==> config.mk <==
export PLATFORM = sky130hd
export DESIGN_NAME = obstacle_nav_controller
export DESIGN_NICKNAME = d
export VERILOG_FILES = /design/src/rtl/obstacle_nav_controller.sv
export SDC_FILE = /design/constraint.sdc
export NUM_CORES = 1
export LEC_CHECK = 0
export CAP_MARGIN = 20
export CORE_MARGIN = 4
export CORE_UTILIZATION = 50
export CTS_CLUSTER_SIZE = 20
export DETAILED_ROUTE_END_ITERATION = 8
export GPL_ROUTABILITY_DRIVEN = 0
export GPL_TIMING_DRIVEN = 0
export MAX_ROUTING_LAYER = met4
export PLACE_DENSITY = 0.8
export SKIP_CTS_REPAIR_TIMING = 1
export SYNTH_ARGS = -nofsm -noshare
export SYNTH_HDL_FRONTEND = slang
export SYNTH_SLANG_ARGS = --single-unit
export TNS_END_PERCENT = 20
==> constraint.sdc <==
create_clock -name clk -period 2 [get_ports clk]
set_input_delay 0.4 -clock clk [delete_from_list [all_inputs] [get_ports clk]]
set_output_delay 0.4 -clock clk [all_outputs]
set_load 0.03 [all_outputs]
==> src/rtl/obstacle_nav_controller.sv <==
// rtl/obstacle_nav_controller.sv - three-sensor obstacle navigation FSM with PWM motor drive; optional soft start via `define SOFT_START_EN
module obstacle_nav_controller #(
    parameter int SENSOR_W       = 4,
    parameter int PWM_W          = 8,
    parameter int THRESH         = 8,
    parameter int TURN_CYCLES    = 4000,
    parameter int REVERSE_CYCLES = 2000,
    parameter int MAX_TURNS      = 4,
    parameter int DUTY_FWD       = 200,
    parameter int DUTY_TURN      = 160,
    parameter int DUTY_REV       = 120
) (
    input  logic                               clk,
    input  logic                               reset,
    input  logic                               enable,
    input  logic                               estop,
    input  logic [SENSOR_W-1:0]                sensor_front,
    input  logic [SENSOR_W-1:0]                sensor_left,
    input  logic [SENSOR_W-1:0]                sensor_right,
    output logic                               motorL_pwm,
    output logic                               motorR_pwm,
    output logic                               motorL_dir,
    output logic                               motorR_dir,
    output logic [2:0]                         state_o,
    output logic [$clog2(MAX_TURNS+1)-1:0]     turn_count
);

    localparam int TC_W    = $clog2(MAX_TURNS + 1);
    localparam int MAX_CYC = (TURN_CYCLES > REVERSE_CYCLES) ? TURN_CYCLES : REVERSE_CYCLES;
    localparam int TMR_W   = $clog2(MAX_CYC);

    localparam logic [TMR_W-1:0]    TURN_LAST = TMR_W'(TURN_CYCLES - 1);
    localparam logic [TMR_W-1:0]    REV_LAST  = TMR_W'(REVERSE_CYCLES - 1);
    localparam logic [TC_W-1:0]     TC_SAT    = TC_W'(MAX_TURNS);
    localparam logic [PWM_W-1:0]    D_FWD     = PWM_W'(DUTY_FWD);
    localparam logic [PWM_W-1:0]    D_TURN    = PWM_W'(DUTY_TURN);
    localparam logic [PWM_W-1:0]    D_REV     = PWM_W'(DUTY_REV);
    localparam logic [SENSOR_W-1:0] THR       = SENSOR_W'(THRESH);

    typedef enum logic [2:0] {
        IDLE       = 3'd0,
        FORWARD    = 3'd1,
        TURN_LEFT  = 3'd2,
        TURN_RIGHT = 3'd3,
        REVERSE    = 3'd4,
        STOP       = 3'd5
    } state_t;

    state_t              state;
    logic [TMR_W-1:0]    timer;
    logic [SENSOR_W-1:0] front_q, left_q, right_q;
    logic                obs_f, prefer_left;
    logic [PWM_W-1:0]    pwm_cnt;
    logic [PWM_W-1:0]    tgt_duty_l, tgt_duty_r;
    logic                tgt_dir_l, tgt_dir_r;
    logic [PWM_W-1:0]    app_l_next, app_r_next;

    assign state_o     = state;
    assign obs_f       = front_q > THR;
    assign prefer_left = left_q < right_q;

    // Single register stage on the sensor link; flags derive from these.
    always_ff @(posedge clk or negedge reset) begin
        if (!reset) begin
            front_q <= '0;
            left_q  <= '0;
            right_q <= '0;
        end else begin
            front_q <= sensor_front;
            left_q  <= sensor_left;
            right_q <= sensor_right;
        end
    end

    // Navigation FSM: estop beats enable beats normal flow; timer restarts on every entry.
    always_ff @(posedge clk or negedge reset) begin
        if (!reset) begin
            state      <= IDLE;
            timer      <= '0;
            turn_count <= '0;
        end else if (estop) begin
            state      <= STOP;
            timer      <= '0;
            turn_count <= '0;
        end else if (state == STOP) begin
            timer      <= '0;
            turn_count <= '0;
            if (!enable) state <= IDLE;
        end else if (!enable) begin
            state      <= IDLE;
            timer      <= '0;
            turn_count <= '0;
        end else begin
            case (state)
                IDLE: begin
                    state      <= FORWARD;
                    timer      <= '0;
                    turn_count <= '0;
                end
                FORWARD: begin
                    timer <= '0;
                    if (obs_f) state <= prefer_left ? TURN_LEFT : TURN_RIGHT;
                end
                TURN_LEFT, TURN_RIGHT: begin
                    if (timer == TURN_LAST) begin
                        timer <= '0;
                        if (!obs_f) begin
                            state      <= FORWARD;
                            turn_count <= '0;
                        end else if (int'(turn_count) + 1 < MAX_TURNS) begin
                            turn_count <= turn_count + TC_W'(1);
                        end else begin
                            state      <= REVERSE;
                            turn_count <= TC_SAT;
                        end
                    end else begin
                        timer <= timer + TMR_W'(1);
                    end
                end
                REVERSE: begin
                    if (timer == REV_LAST) begin
                        timer      <= '0;
                        turn_count <= '0;
                        state      <= prefer_left ? TURN_LEFT : TURN_RIGHT;
                    end else begin
                        timer <= timer + TMR_W'(1);
                    end
                end
                default: begin
                    state      <= IDLE;
                    timer      <= '0;
                    turn_count <= '0;
                end
            endcase
        end
    end

    // Per-state target duty and wheel direction.
    always_comb begin
        tgt_duty_l = '0;
        tgt_duty_r = '0;
        tgt_dir_l  = 1'b0;
        tgt_dir_r  = 1'b0;
        case (state)
            FORWARD: begin
                tgt_duty_l = D_FWD;
                tgt_duty_r = D_FWD;
                tgt_dir_l  = 1'b1;
                tgt_dir_r  = 1'b1;
            end
            TURN_LEFT: begin
                tgt_duty_l = D_TURN;
                tgt_duty_r = D_TURN;
                tgt_dir_r  = 1'b1;
            end
            TURN_RIGHT: begin
                tgt_duty_l = D_TURN;
                tgt_duty_r = D_TURN;
                tgt_dir_l  = 1'b1;
            end
            REVERSE: begin
                tgt_duty_l = D_REV;
                tgt_duty_r = D_REV;
            end
            default: begin
                tgt_duty_l = '0;
                tgt_duty_r = '0;
            end
        endcase
    end

    // Free-running PWM period counter.
    always_ff @(posedge clk or negedge reset) begin
        if (!reset) pwm_cnt <= '0;
        else        pwm_cnt <= pwm_cnt + PWM_W'(1);
    end

`ifdef SOFT_START_EN
    logic [PWM_W-1:0] app_l_q, app_r_q, prev_tgt_l_q, prev_tgt_r_q;
    logic             wrap;

    assign wrap = (pwm_cnt == '1);

    // Applied duty: collapse on a duty drop or direction flip, else creep up once per period.
    always_comb begin
        app_l_next = app_l_q;
        app_r_next = app_r_q;
        if (tgt_duty_l < prev_tgt_l_q || tgt_dir_l != motorL_dir)
            app_l_next = '0;
        else if (wrap && app_l_q < tgt_duty_l)
            app_l_next = app_l_q + PWM_W'(1);
        if (tgt_duty_r < prev_tgt_r_q || tgt_dir_r != motorR_dir)
            app_r_next = '0;
        else if (wrap && app_r_q < tgt_duty_r)
            app_r_next = app_r_q + PWM_W'(1);
    end

    // Soft-start history registers.
    always_ff @(posedge clk or negedge reset) begin
        if (!reset) begin
            app_l_q      <= '0;
            app_r_q      <= '0;
            prev_tgt_l_q <= '0;
            prev_tgt_r_q <= '0;
        end else begin
            app_l_q      <= app_l_next;
            app_r_q      <= app_r_next;
            prev_tgt_l_q <= tgt_duty_l;
            prev_tgt_r_q <= tgt_duty_r;
        end
    end
`else
    assign app_l_next = tgt_duty_l;
    assign app_r_next = tgt_duty_r;
`endif

    // Motor outputs: pwm and dir share one edge so a direction flip never sees a stale pulse.
    always_ff @(posedge clk or negedge reset) begin
        if (!reset) begin
            motorL_pwm <= 1'b0;
            motorR_pwm <= 1'b0;
            motorL_dir <= 1'b0;
            motorR_dir <= 1'b0;
        end else begin
            motorL_pwm <= (pwm_cnt < app_l_next);
            motorR_pwm <= (pwm_cnt < app_r_next);
            motorL_dir <= tgt_dir_l;
            motorR_dir <= tgt_dir_r;
        end
    end

endmodule
==> results of run 1 <==
-- final cells by class --
cell class,instances,area share
buffer,3,0.00679
clock buffer,6,0.0345
clock inverter,2,0.0157
inverter,9,0.0141
multi-input combinational,129,0.373
sequential,41,0.428
tap,48,0.0251
timing repair buffer,25,0.102
-- stage by stage --
| step | instance area (um^2) | utilization |
|---|---|---|
| 3_3_place_gp | 2280 | 0.608 |
| 6_report | 2400 | 0.640 |
| 5_1_grt | 2400 | 0.640 |
| 4_1_cts | 2390 | 0.639 |
| 2_1_floorplan | 1970 | - |
| 3_5_place_dp | 2270 | 0.607 |
-- routing by layer --
layer	share of wire	routed length, um
met5	0	0
met4	0.022	71
met3	0.057	186
met2	0.46	1500
met1	0.46	1510
-- layout by cell type, fill, tap and decap left out, types with 2 or more instances in the layout --
| cell type | n |
|---|---|
| and3_1 | 5 |
| or2_2 | 2 |
| clkbuf_8 | 6 |
| nand2b_1 | 4 |
| a211o_1 | 2 |
| a21oi_1 | 5 |
| ha_1 | 9 |
| nor3_1 | 4 |
| clkdlybuf4s50_1 | 24 |
| xor2_1 | 5 |
| and2_1 | 3 |
| or3_1 | 3 |
| a2111oi_0 | 3 |
| xnor2_1 | 12 |
| dfrtp_1 | 41 |
| o21ai_0 | 10 |
| nor2b_1 | 2 |
| nand2_1 | 12 |
| o21a_1 | 2 |
| mux2i_1 | 3 |
| nor2_1 | 18 |
| inv_1 | 9 |
| nor4_4 | 2 |
| nand4_1 | 3 |
| nand3_1 | 6 |
-- worst max-delay path: stages (launching register included) --
cell and delay (ns):
dfrtp_1 0.44, or3b_1 0.43, nor4_4 0.26, o22ai_2 0.18, or3_1 0.39, a21oi_1 0.13
-- Yosys cell counts, types with 4 or more instances --
library cell / number / area [um^2]
nand2b_1: 4 / 25.0
nand2_1: 12 / 45.0
nor2_1: 18 / 67.6
xnor2_1: 12 / 105
nand3_1: 6 / 30.0
inv_1: 9 / 33.8
dfrtp_1: 41 / 1030
and3_1: 5 / 31.3
nor3_1: 4 / 20.0
ha_1: 10 / 125
o21ai_0: 10 / 50.1
xor2_1: 5 / 43.8
a21oi_1: 5 / 25.0
-- flip-flops by register name, summed over array words and instances (netlist names), 3 cells and up --
| name | cells |
|---|---|
| timer | 12 |
| pwm_cnt | 8 |
| front_q | 4 |
| left_q | 4 |
| right_q | 4 |
| state_o | 3 |
| turn_count | 3 |
-- power by group --
part | internal [uW] | switching, uW
clock | 405 | 274
sequential | 877 | 30.2
combinational | 222 | 291
total | 1500 | 595
-- path summary, 6_finish.rpt --
kind                       cells past startpoint  slack [ns]          to       start
min                                            1        0.23  pwm_cnt[2]       reset
max                                            5         0.1  state_o[1]    timer[4]
min in group clk                               1        0.47  pwm_cnt[0]  pwm_cnt[0]
min reg2reg                                    1        0.47  pwm_cnt[0]  pwm_cnt[0]
max reg2reg                                    5         0.1  state_o[1]    timer[4]
max in group asynchronous                      1        1.22  state_o[2]       reset
-- cell families (layout without fill, tap and decap cells) --
family	Yosys count	in the layout
flip-flops	41	41
buffers and inverters	12	45
adder cells (fa/ha/maj)	10	10
AO/OA/AOI/OAI	30	30
AND/OR/NAND/NOR	69	69
multiplexers	3	3
XOR/XNOR	17	17
==> results.cfg, run 1 <==
[drt]
wl_mm = 3.27
post_drt_wl_per_cell_um = 12.4
vias = 1352
drc_errors = 0
viasPerCell = 5.14
drt_pass1_iterations = 4
drt_iter0_markers = 67
ant_nets = 0

[cts]
htree_levels = 2
cts_sinks = 41
clockBufferDepth = 2
clk_pin_slew_ns = 0.08
cts_tree = built
clockRootBuffer = clkbuf_8
clkLatencyLatePin_ns = 0.29
cts_buffers = 5

[synth]
synth_edf_count = 0
synth_cell_type_count = 38
synth_top_family_by_area = simple AND/OR/NAND/NOR gates
yosys_register_bits = 41
synth_xor_area_frac = 0.0757
synth-simple-area-share = 0.197
synth_fa_ha_area_frac = 0.0636
syn_area_per_cell_um2 = 10.8
postSynth.asyncResetShare = 1.00
yosysSeqAreaShare = 0.522
synth_flop_cell = dfrtp_1
netlist_instances = 182
synth_mux_area_frac = 0.0153
synthesis.area_um2 = 1970
ys_warn_count = 0
synth_compound_area_frac = 0.102
syn_nets = 208

[place]
io_buffers = 25
place_hpwl_mm = 2.35
pre_cts_ws_ns = 0.0409
place_inst = 255

[sta]
final.setup.tns_ns = 0
fmax_mhz = 526
rsz0062_at_grt = yes
hold_viol = 0
holdWs_ns = 0.227
tightest_slew_ns = 0.879
finalCritPeriodShare = 0.951
min_period_ns = 1.90
setup_viol = 0
final.setup.worst_slack_ns = 0.0979
max_slew_margin = 0.414
fin_skew_ns = 0.00578
slew_viol_final = 0

[global_routing]
top_usage_layer = met2
met2_usage = 0.220
antenna_found_initial = 0
grt_overflow = 0
grtUsageMet3 = 0.0440
grt_max_degree = 42
met1_usage = 0.190
grt_pass1_wl_mm = 5.58
grt_use_total = 0.148
grt_pass1_vias = 1263

[critical_path]
cp-start-kind = flip-flop
required_ns = 2.22
endpoint_kind = flip-flop
critical_path_arrival_ns = 2.12
cp_max_fo = 7
critPathKind = reg -> reg

[finish]
diodes = 0
layout-drive-gt1-share = 0.0837
syn_to_final_growth_pct = 21.8
multi_input_area_um2 = 895
fillers = 305
seq_area_um2 = 1030
stdcell_count = 263
layout.nets = 240

[job]
cap_violations = 0

[die]
die_w_um = 70.7
initial_core_util = 0.525
die_h_um = 70.7
ioPinCount = 26
core_um2 = 3740
rows = 22
dieArea_um2 = 5000

[power_and_ir_drop]
vdd_drop_max_mv = 0.433
power.density_nw_per_um2 = 877
power_uw = 2100
p_leak_uw = 0.00103

[status]
status = complete, no violations

[hold_path]
hp-class = in -> async
No activity file was read; power rests on OpenSTA's default activity.
==> inputs of run 2 (changes only) <==
- GPL_ROUTABILITY_DRIVEN: 0 -> default
- PLACE_DENSITY: 0.8 -> default
- PLACE_DENSITY_LB_ADDON: default -> 0.12
- clock period: 2 -> 2.5 ns (I/O delays scaled with it)
==> run 2 against run 1 <==
Against the previous run: non-clock buffer count unchanged; final cell count unchanged; first-iteration DRC count shrank 40%; via count increased by 4.6%; maximum frequency is 6.5% lower; critical endpoint unchanged; clock skew is 0.0032 ns higher; largest power group unchanged.
==> results.cfg, run 2 (synthesis gave the netlist of run 1 again) <==
[status]
status = complete, no violations

[finish]
largest_reg_flops = 12
layout.nets = 240
final_common_cell = dfrtp_1
mostFrequentLayoutCells = dfrtp_1 (41), clkdlybuf4s50_1 (24), nor2_1 (18)
multi_input_area_um2 = 892
layout-drive-gt1-share = 0.0744
top_regs = timer: 12 flops, pwm_cnt: 8 flops
syn_to_final_growth_pct = 21.6
diodes = 0
seq_area_um2 = 1030
fillers = 322
final_area_um2 = 2390
largest_register = timer

[critical_path]
cp_max_fo = 7
cp-start-kind = flip-flop
endpoint_kind = flip-flop
r2r_start = timer[0]
crit_start = timer[0]
critPathKind = reg -> reg
critical_path_arrival_ns = 2.25
required_ns = 2.72

[die]
die_w_um = 70.7
core_um2 = 3740
initial_core_util = 0.525
ioPinCount = 26
die_h_um = 70.7
rows = 22
dieArea_um2 = 5000

[power_and_ir_drop]
p_int_uw = 1200
clockPowerShare = 0.326
p_leak_uw = 0.00103
power.switching_uw = 483
power.density_nw_per_um2 = 705
p_comb_frac = 0.244
vdd_drop_max_mv = 0.453
switching_share = 0.287
seq_power_share = 0.430

[hold_path]
hp-class = in -> async

[sta]
fin_skew_ns = 0.00901
slew_viol_final = 0
setup_viol = 0
hold_viol = 0
rsz0062_at_grt = no
fmax_mhz = 492
finalCritPeriodShare = 0.814
tightest_slew_ns = 0.870
min_period_ns = 2.03
max_slew_margin = 0.420
final.setup.tns_ns = 0

[place]
dpl-instance-area_um2 = 2270
io_buffers = 25
place_hpwl_mm = 2.76
place_congestion = 0.862

[global_routing]
grt_max_degree = 42
grt_pass1_wl_mm = 6.51
grt_overflow = 0
top_usage_layer = met2
grt_use_total = 0.170
met1_usage = 0.181
grt_pass1_vias = 1479
antenna_found_initial = 0
met2_usage = 0.283
grtUsageMet3 = 0.0554

[drt]
drc_errors = 0
drt_pass1_iterations = 4
vias = 1414
viasPerCell = 5.38
wl_mm = 3.70
post_drt_wl_per_cell_um = 14.0
ant_nets = 0
drt_iter0_markers = 40

[cts]
cts_buffers = 5
clkLatencyLatePin_ns = 0.29
clk_pin_slew_ns = 0.08
clockRootBuffer = clkbuf_8
clockBufferDepth = 2
cts_sinks = 41
cts_tree = built
htree_levels = 2

[job]
cap_violations = 0
-- run 2: cell count changes in the layout (fill, tap and decap cells not counted) --
cell      before  now
clkbuf_1       1    2
ha_1           9   10
clkbuf_2       1    0
ha_2           1    0
-- run 2: area by class of cell --
type / count / share of cell area
clock buffers: 6 / 0.0345
plain buffers: 3 / 0.00628
inverters: 9 / 0.0141
multi-input cells: 129 / 0.373
well taps: 48 / 0.0251
clock inverters: 2 / 0.0157
flip-flops and latches: 41 / 0.429
repair buffers: 25 / 0.103
-- run 2: per-stage QoR --
step | hold WS, ns | utilization | std cells | total power [uW] | setup WS [ns]
floorplan | 0.204 | - | 182 | 994 | 0.614
global placement | 0.452 | 0.608 | 255 | 1150 | 0.00554
detailed placement | 0.478 | 0.607 | 255 | 1150 | 0.438
CTS | 0.355 | 0.639 | 263 | 1710 | 0.431
global route | 0.404 | 0.639 | 263 | 1780 | 0.254
finish | 0.325 | 0.639 | 263 | 1690 | 0.466
-- run 2: per-layer routing --
metal | wire, um | up-vias | share of wire
li1 | - | 695 | -
met1 | 1520 | 680 | 0.41
met2 | 1930 | 32 | 0.52
met3 | 177 | 7 | 0.048
met4 | 67 | 0 | 0.018
met5 | 0 | - | 0
-- run 2: final timing paths --
path | end | slack, ns | depth (start not counted)
min | turn_count[2] | 0.33 | 1
min in group clk | timer[0] | 0.49 | 1
min reg2reg | timer[0] | 0.49 | 1
max reg2reg | state_o[1] | 0.47 | 6
max in group asynchronous | timer[9] | 1.64 | 1
max | state_o[1] | 0.47 | 6
-- run 2: critical path: stages, from the launching register on --
cell	delay [ns]
dfrtp_1	0.39
ha_1	0.22
nand4_1	0.24
nor4_4	0.38
o22ai_2	0.21
or3_1	0.39
a21oi_1	0.14
-- run 2: power by group through the flow --
stage               sequential (uW)  combinational [uW]  clock, uW
floorplan                       794                 200          0
global placement                738                 412          0
detailed placement              740                 414          0
CTS                             726                 416        563
global route                    731                 447        597
finish                          726                 411        550
